--- config.mk ---
export PLATFORM = sky130hd
export DESIGN_NAME = bit_stream_serializer_flat
export DESIGN_NICKNAME = d
export VERILOG_FILES = /design/src/rtl/bit_stream_serializer_if.sv /design/src/rtl/bit_stream_serializer.sv /design/src/flat_wrapper.sv
export SDC_FILE = /design/constraint.sdc
export NUM_CORES = 1
export LEC_CHECK = 0
export BUFFER_PORTS_ARGS = -buffer_cell sky130_fd_sc_hd__buf_2
export CAP_MARGIN = 10
export CORE_MARGIN = 2
export CORE_UTILIZATION = 49
export DETAILED_ROUTE_END_ITERATION = 8
export HOLD_SLACK_MARGIN = 0.15
export PLACE_DENSITY = 0.73
export SETUP_SLACK_MARGIN = 0.1
export SYNTH_ARGS = -nofsm -noshare
export SYNTH_HDL_FRONTEND = slang
export SYNTH_SLANG_ARGS = --single-unit
--- constraint.sdc ---
create_clock -name clk -period 1.4 [get_ports clk]
set_input_delay 0.07 -clock clk [delete_from_list [all_inputs] [get_ports clk]]
set_output_delay 0.07 -clock clk [all_outputs]
set_load 0.01 [all_outputs]
--- src/rtl/bit_stream_serializer_if.sv ---
// rtl/bit_stream_serializer_if.sv - producer/consumer handshake bundle for the bit stream serializer
interface bit_stream_serializer_if #(
    parameter int WIDTH = 8
);
    logic [WIDTH-1:0] din_data;
    logic             din_valid;
    logic             din_ready;
    logic             sout;
    logic             sout_valid;
    logic             sout_enable;
    logic             word_done;
    logic             busy;

    // Serializer side
    modport slave (
        input  din_data,
        input  din_valid,
        output din_ready,
        output sout,
        output sout_valid,
        input  sout_enable,
        output word_done,
        output busy
    );

    // Producer/consumer side
    modport master (
        output din_data,
        output din_valid,
        input  din_ready,
        input  sout,
        input  sout_valid,
        output sout_enable,
        input  word_done,
        input  busy
    );
endinterface

--- src/rtl/bit_stream_serializer.sv ---
// rtl/bit_stream_serializer.sv - parallel word to serial bit stream with one-word holding register
module bit_stream_serializer #(
    parameter int WIDTH     = 8,
    parameter bit MSB_FIRST = 1'b1
) (
    input  logic                   clk,
    input  logic                   reset,
    bit_stream_serializer_if.slave bus
);
    localparam int CNT_W = $clog2(WIDTH);
    localparam logic [CNT_W-1:0] CNT_LAST = CNT_W'(WIDTH - 1);
    localparam logic [CNT_W-1:0] CNT_ONE  = CNT_W'(1);

    typedef enum logic {
        ST_IDLE  = 1'b0,
        ST_SHIFT = 1'b1
    } state_t;

    state_t           state_q;
    logic [WIDTH-1:0] shreg_q;
    logic [CNT_W-1:0] cnt_q;
    logic [WIDTH-1:0] hold_q;
    logic             hold_full_q;
    logic             word_done_q;

    logic [WIDTH-1:0] shreg_shift_d;
    logic             accept;
    logic             last_consumed;

    // Handshake decode; ready depends only on the registered hold flag
    assign accept        = bus.din_valid && !hold_full_q && !reset;
    assign last_consumed = (state_q == ST_SHIFT) && bus.sout_enable && (cnt_q == CNT_LAST);

    // Shifter contents after presenting the next bit at the output end
    always_comb begin
        shreg_shift_d = shreg_q;
        if (MSB_FIRST) begin
            shreg_shift_d = {shreg_q[WIDTH-2:0], 1'b0};
        end else begin
            shreg_shift_d = {1'b0, shreg_q[WIDTH-1:1]};
        end
    end

    // Serializer FSM: load, shift, refill from hold or input on the last bit
    always_ff @(posedge clk) begin
        if (reset) begin
            state_q     <= ST_IDLE;
            shreg_q     <= '0;
            cnt_q       <= '0;
            hold_q      <= '0;
            hold_full_q <= 1'b0;
            word_done_q <= 1'b0;
        end else begin
            word_done_q <= 1'b0;
            case (state_q)
                ST_IDLE: begin
                    if (accept) begin
                        shreg_q <= bus.din_data;
                        cnt_q   <= '0;
                        state_q <= ST_SHIFT;
                    end
                end
                ST_SHIFT: begin
                    if (last_consumed) begin
                        word_done_q <= 1'b1;
                        cnt_q       <= '0;
                        if (hold_full_q) begin
                            // accept is necessarily low here, so hold cannot be overwritten
                            shreg_q     <= hold_q;
                            hold_full_q <= 1'b0;
                        end else if (accept) begin
                            shreg_q <= bus.din_data;
                        end else begin
                            state_q <= ST_IDLE;
                        end
                    end else begin
                        if (bus.sout_enable) begin
                            shreg_q <= shreg_shift_d;
                            cnt_q   <= cnt_q + CNT_ONE;
                        end
                        if (accept) begin
                            hold_q      <= bus.din_data;
                            hold_full_q <= 1'b1;
                        end
                    end
                end
                default: state_q <= ST_IDLE;
            endcase
        end
    end

    assign bus.din_ready  = !hold_full_q;
    assign bus.sout       = MSB_FIRST ? shreg_q[WIDTH-1] : shreg_q[0];
    assign bus.sout_valid = (state_q == ST_SHIFT);
    assign bus.word_done  = word_done_q;
    assign bus.busy       = (state_q == ST_SHIFT) || hold_full_q;
endmodule
--- src/flat_wrapper.sv ---
// flat-port wrapper written by rule: the top's interface ports become plain ports
module bit_stream_serializer_flat 
#(
    parameter int WIDTH     = 8,
    parameter bit MSB_FIRST = 1'b1
)
  (clk, reset, bus_din_data, bus_din_valid, bus_din_ready, bus_sout, bus_sout_valid, bus_sout_enable, bus_word_done, bus_busy);
  bit_stream_serializer_if #(.WIDTH(WIDTH)) bus_i ();
  input  logic clk;
  input  logic reset;
  input wire logic [$bits(bus_i.din_data)-1:0] bus_din_data;
  input wire logic [$bits(bus_i.din_valid)-1:0] bus_din_valid;
  output wire logic [$bits(bus_i.din_ready)-1:0] bus_din_ready;
  output wire logic [$bits(bus_i.sout)-1:0] bus_sout;
  output wire logic [$bits(bus_i.sout_valid)-1:0] bus_sout_valid;
  input wire logic [$bits(bus_i.sout_enable)-1:0] bus_sout_enable;
  output wire logic [$bits(bus_i.word_done)-1:0] bus_word_done;
  output wire logic [$bits(bus_i.busy)-1:0] bus_busy;
  assign bus_i.din_data = bus_din_data;
  assign bus_i.din_valid = bus_din_valid;
  assign bus_din_ready = bus_i.din_ready;
  assign bus_sout = bus_i.sout;
  assign bus_sout_valid = bus_i.sout_valid;
  assign bus_i.sout_enable = bus_sout_enable;
  assign bus_word_done = bus_i.word_done;
  assign bus_busy = bus_i.busy;
  bit_stream_serializer #(.WIDTH(WIDTH), .MSB_FIRST(MSB_FIRST)) u_core (.clk(clk), .reset(reset), .bus(bus_i));
endmodule
* Word level (Yosys, flattened, before mapping)
Cells that the tools add are included.
** Operators by class
- $add $sub $neg :: 1
- $mul :: 0
- Divide/modulo/power cells :: 0
- $lt $le $gt $ge :: 0
- Equality and inequality tests :: 3
- Shift-type cells :: 0
- Multiplexer cells :: 16
- Bitwise logic cells :: 2
- Reduce and logical (&&, ||, !) cells :: 12
** Operators with widths (count)
- 2-to-1 mux 8 bit :: 4
- case mux 8 bit (2 select lines) :: 1
- 2-to-1 mux 3 bit :: 3
- 2-to-1 mux 1 bit :: 6
- case mux 3 bit (2 select lines) :: 1
- logical AND 1 bit :: 4
- AND reduction 2 bit :: 2
- adder 3 x 1 -> 3 bit, second input constant :: 1
- equality test 3 bit, second input constant :: 1
- != test 3 bit, second input constant :: 1
- AND reduction 3 bit :: 1
- zero test 1 bit :: 2
- != test 2 x 1 -> 1 bit, second input constant :: 1
- inverter 1 bit :: 2
- case mux 1 bit (2 select lines) :: 1
- nonzero test 2 bit :: 1
- OR reduction 2 bit :: 1
- logical OR 1 bit :: 1
** Storage, ports and cells
- Flip-flop bits (word level) :: 22
- Latch bits :: 0
- RAM bits :: 0
- ROM bits :: 0
- Input port bits :: 12
- Output and inout bits :: 5
- Word-level logic and storage cells :: 40
- Memories :: 0

* Longest topological paths before layout
- Word-level depth :: 7
- Depth in mapped cells :: 6
- Gate-level depth less buffers :: 6

* Worst setup path after synthesis
Ideal clock, no wire load.
- Kind :: register to register
- Start :: register u_core.cnt_q[0]
- End :: register u_core.hold_q[0]
- Setup time :: 0.128 ns
- Data arrival time :: 1.334 ns
- Data required time :: 1.272 ns
- Slack :: -0.061 ns
- Cell stages (with the launch flop) :: 7
- Path buffers :: 0
- Period minus slack after synthesis :: 1.461 ns
- Path through :: dfxtp_1 ha_1 ha_1 nand2_1 nand4_2 mux2i_1 nor2_1
** On the way
- Word-level cells in the longest chain between the ends :: 4
** Ends and longest elaborated chain
- start: declaration :: RTL line bit_stream_serializer.sv:21 : logic [CNT_W-1:0] cnt_q;
- start signal: assignment :: RTL line bit_stream_serializer.sv:79 : cnt_q <= cnt_q + CNT_ONE;
- equality test 3 bit :: RTL line bit_stream_serializer.sv:32 : assign last_consumed = (state_q == ST_SHIFT) && bus.sout_enable && (cnt_q == CNT_LAST);
- logical AND 1 bit :: RTL line bit_stream_serializer.sv:32
- inverter 1 bit (no line)
- AND reduction 3 bit (no line)
- end signal: assignment :: RTL line bit_stream_serializer.sv:82 : hold_q <= bus.din_data;
- end: declaration :: RTL line bit_stream_serializer.sv:22 : logic [WIDTH-1:0] hold_q;
No other way between the ends.
A chain may end at the register's enable or synchronous reset.

* Worst setup path in the final report
- Start :: register u_core.cnt_q[1]
- End :: register u_core.hold_q[0]
The elaborated chain is that of the path after synthesis.

==> impl_summary.log <==
INFO  metric status = finished clean
INFO  metric wire_length_after_detailed_routing = roughly 2700 um
INFO  metric final_setup_margin = ~0.016 ns
INFO  metric final_hold_viol_count = 0
INFO  metric num_rows = 16
INFO  metric synth.largest_area_cell = sky130_fd_sc_hd__dfxtp_1
INFO  metric gp_routability_congestion = a little under 0.9
INFO  metric area_delta_synth_final = 40.3%
INFO  metric worst_slew_pin_tran = 0.332 ns
INFO  metric place_worst_setup_slack = -0.122 ns
INFO  metric pwr-share-seq = 0.478
INFO  metric clock-sinks = 22
INFO  metric yosys.area.top_type_share = 0.410
INFO  metric grt_overflow = 0
INFO  metric crit_buf_inv = 0
INFO  metric yosys-top-cells-area = sky130_fd_sc_hd__dfxtp_1, sky130_fd_sc_hd__mux2i_1, sky130_fd_sc_hd__nor2_1, sky130_fd_sc_hd__a21oi_1, sky130_fd_sc_hd__a22oi_1
INFO  metric cell_depth_of_the_worst_flop_to_flop_path = 6
INFO  metric setup_violations = 0
INFO  metric fraction_of_final_layout_cells_sized_beyond_drive_strength_1 = 0.304
INFO  metric drc = 0
INFO  metric fmax = 722 MHz
INFO  metric power_switching = ~0.34 mW
INFO  metric maxUsedRoutingLayer = met4
INFO  metric nNetsFinal = 183
INFO  metric critical-path-max-stage-delay = 0.37 ns
INFO  metric finalMaxSlewViolations = 0
INFO  metric via_count_of_the_first_global_routing_pass = ~950
INFO  metric timing.critical_path.to_type = flip-flop
INFO  metric worst_r2r_endpoint = u_core.hold_q[0]
INFO  metric pwr-share-clk = 0.347
INFO  metric worst_r2r_startpoint = u_core.cnt_q[1]
INFO  metric dieWidth = 50.8 um
INFO  metric dieArea = 2580 um2
INFO  metric path_delay_family = flip-flops
INFO  metric place.detailed.hpwl = ~1600 um
INFO  metric drt_pass1_iterations = 4
INFO  metric worstPathCellList = ha_4, ha_4, nand2_4, nand4_4, mux2i_1, nor2_1
INFO  metric synth_warn = 0
INFO  metric critical_path.startpoint = u_core.cnt_q[1]
INFO  metric slew-limit-headroom = 0.778
INFO  metric min_period_over_period = 0.989
INFO  metric cts_made_buffers = 3
INFO  metric fin_total_pwr = around 1.4 mW
INFO  metric drt-initial-drc-count = 25
INFO  metric synthDistinctLibCells = 28
INFO  metric required = approximately 1.6 ns
INFO  metric post_synth_instance_area = approximately 1100 um2
INFO  metric swShare = 0.244
INFO  metric drt-wirelength-per-cell = 13.9 um
INFO  metric die_h = approximately 50 um
INFO  metric seq_area = roughly 450 um2
INFO  metric grt_max_degree = 15
INFO  metric clock_latency = ~0.3 ns
INFO  metric cts_buffer_depth = 2
INFO  metric crit_cells = 6
INFO  metric r2r_slack = between 0.015 and 0.02 ns
INFO  metric ios = 17
INFO  metric power.share.combinational = 0.175
INFO  metric dr_wl_met2 = between 1000 and 1500 um
INFO  metric ys_seq_area_frac = 0.410
INFO  metric max-cap-violations = 0
INFO  metric synthesis.instances = approximately 130
INFO  metric yosys_register_bits = 22
INFO  metric power_density_normalized_to_cell_area = about 930 nW/um2
INFO  metric crit_path_end = u_core.hold_q[0]
INFO  metric synth_area_per_cell = a little over 8 um2
INFO  metric start_util = 0.532
INFO  metric clockRootBuffer = sky130_fd_sc_hd__clkbuf_4
INFO  metric post-route-min-period = around 1.4 ns
INFO  metric cell_internal_pwr = ~1.1 mW
INFO  metric worst-path-max-fanout = 8
INFO  metric routed_via_density = 5.47
INFO  metric route.met3.wl = roughly 95 um
INFO  metric final.setup_skew = 0.00645 ns
INFO  metric vias = roughly 1,100
INFO  metric fillerInstances = between 100 and 150
INFO  metric grt_pass1_wl = roughly 4400 um
INFO  metric multiInputGateArea = ~640 um2
INFO  metric crit_path_frequent_cell = sky130_fd_sc_hd__ha_4
INFO  metric cts_tree = built
INFO  metric max-vdd-ir-drop = 0.671 mV
INFO  metric synth_fp_nets = 145
INFO  metric cp_slowest_cell = sky130_fd_sc_hd__dfxtp_2
INFO  metric wirelength_met1 = between 1000 and 1500 um
INFO  metric hold_path_class = input port to flip-flop
INFO  metric unrepaired_setup_endpoints_after_global_routing = true
INFO  metric leakage = 0.657 nW
INFO  metric floorplan.core_area = slightly above 2000 um2
INFO  metric timing.setup.critical_path_class = flip-flop to flip-flop
INFO  metric worstSetupStartpointType = flip-flop
INFO  metric antenna_violating_nets_post_route = 0
INFO  metric n_antenna_cell = 0
INFO  metric numPortBuffers = 16
INFO  metric cp_data_arrival_time = 1.60 ns
INFO  metric h-tree-depth = 1
INFO  metric grt_antenna_before_repair = 0
INFO  metric gr-usage-all-layers = 0.224
INFO  metric setup_tns = 0 ns
INFO  metric cts.clk_slew.worst_paths = 0.13 ns
per-layer routing:
metal | up-vias | GRT usage
li1 | 530 | -
met5 | - | 0
met2 | 28 | 0.368
met4 | 0 | 0.0541
met1 | 505 | 0.308
met3 | 4 | 0.0351
how the worst min path moves through the flow:
| stage | start | to | slack [ns] | cells past startpoint |
|---|---|---|---|---|
| 4_1_cts | reset | u_core.bus.sout_valid | 0.18 | 3 |
| 5_1_grt | reset | u_core.shreg_q[0] | 0.20 | 3 |
| 2_1_floorplan | bus_din_valid | u_core.bus.sout_valid | 0.21 | 2 |
| 6_report | reset | u_core.shreg_q[0] | 0.21 | 3 |
| 3_3_place_gp | bus_din_data[0] | u_core.hold_q[0] | 0.32 | 3 |
| 3_5_place_dp | bus_din_data[6] | u_core.hold_q[6] | 0.33 | 3 |
sequential cells by signal, summed over array words and instances, names as in the netlist:
| register | flops |
|---|---|
| u_core.bus.sout_valid | 1 |
| u_core.bus.word_done | 1 |
| u_core.cnt_q | 3 |
| u_core.hold_full_q | 1 |
| u_core.hold_q | 8 |
| u_core.shreg_q | 8 |
power by group through the flow:
stage	clock network (mW)	logic, mW	registers [mW]
3_5_place_dp	0	0.181	0.683
2_1_floorplan	0	0.117	0.683
6_report	0.488	0.246	0.672
4_1_cts	0.501	0.216	0.672
5_1_grt	0.529	0.269	0.674
3_3_place_gp	0	0.178	0.681
area by class of cell:
cell class                 count  area share
clock inverter                 1      0.0199
clock buffer                   3      0.0149
tap                           27      0.0224
inverter                       9      0.0224
timing repair buffer          40       0.198
sequential                    22       0.297
multi-input combinational     93       0.426
worst register-to-register path, cell delays in order, from the launching register on:
cell and delay [ns]:
sky130_fd_sc_hd__dfxtp_2 0.37, sky130_fd_sc_hd__ha_4 0.17, sky130_fd_sc_hd__ha_4 0.18, sky130_fd_sc_hd__nand2_4 0.08
sky130_fd_sc_hd__nand4_4 0.20, sky130_fd_sc_hd__mux2i_1 0.24, sky130_fd_sc_hd__nor2_1 0.06
through the flow:
stage | instance area (um2) | std cells | hold slack, ns | utilization
finish | 1510 | 195 | 0.207 | 0.746
detailed placement | 1220 | 175 | 0.328 | 0.605
CTS | 1450 | 191 | 0.181 | 0.715
global route | 1510 | 195 | 0.195 | 0.746
floorplan | 1090 | 131 | 0.210 | -
global placement | 1220 | 175 | 0.315 | 0.605
cell usage after synthesis, drive strengths merged:
library cell,n
a311oi,1
a311o,1
nand4,1
nand2,12
inv,9
or2,1
o21ai,8
dfxtp,22
nor2b,2
mux2i,8
clkbuf,1
nor3b,1
a211oi,1
nand2b,3
a21oi,11
a22oi,7
nand3,2
nor3,2
a31oi,1
o22ai,7
buf,6
a32oi,1
nor2,21
ha,2
cells by family after synthesis:
| family | count (synthesis) | share of synthesized area |
|---|---|---|
| AO/OA/AOI/OAI | 38 | 0.221 |
| multiplexers | 8 | 0.0745 |
| adder cells (fa/ha/maj) | 2 | 0.0233 |
| AND/OR/NAND/NOR | 45 | 0.203 |
| flip-flops | 22 | 0.410 |
| buffers and inverters | 16 | 0.0687 |
cells in the final DEF (no fill, tap or decap):
master and count:
sky130_fd_sc_hd__nand2_4 2, sky130_fd_sc_hd__nor3b_4 1, sky130_fd_sc_hd__nand2b_4 1, sky130_fd_sc_hd__o21ai_1 7, sky130_fd_sc_hd__nor3_4 1, sky130_fd_sc_hd__nand2b_2 1, sky130_fd_sc_hd__or2_2 1, sky130_fd_sc_hd__a311o_1 1
sky130_fd_sc_hd__a31oi_1 1, sky130_fd_sc_hd__bufinv_16 1, sky130_fd_sc_hd__a22oi_1 7, sky130_fd_sc_hd__nor2_1 21, sky130_fd_sc_hd__nor2b_1 2, sky130_fd_sc_hd__a311oi_1 1, sky130_fd_sc_hd__buf_2 15, sky130_fd_sc_hd__nor3_2 1
sky130_fd_sc_hd__clkbuf_4 3, sky130_fd_sc_hd__o22ai_1 7, sky130_fd_sc_hd__dfxtp_4 1, sky130_fd_sc_hd__dfxtp_1 18, sky130_fd_sc_hd__a211oi_2 1, sky130_fd_sc_hd__dfxtp_2 3, sky130_fd_sc_hd__mux2i_1 8, sky130_fd_sc_hd__buf_6 2
sky130_fd_sc_hd__a32oi_2 1, sky130_fd_sc_hd__nand2b_1 1, sky130_fd_sc_hd__nand3_1 2, sky130_fd_sc_hd__o21ai_2 1, sky130_fd_sc_hd__buf_4 12, sky130_fd_sc_hd__nand4_4 1, sky130_fd_sc_hd__nand2_1 10, sky130_fd_sc_hd__a21oi_1 11
sky130_fd_sc_hd__ha_4 2, sky130_fd_sc_hd__dlygate4sd3_1 11, sky130_fd_sc_hd__inv_1 9
what timing repair did:
item,in CTS,in global routing
buffers inserted,1,4
pin swaps,11,13
hold endpoints to repair,21,0
resized for setup,20,6
setup endpoints to repair,17,19
hold buffers,11,0
Power figures use the tool's default switching activity.
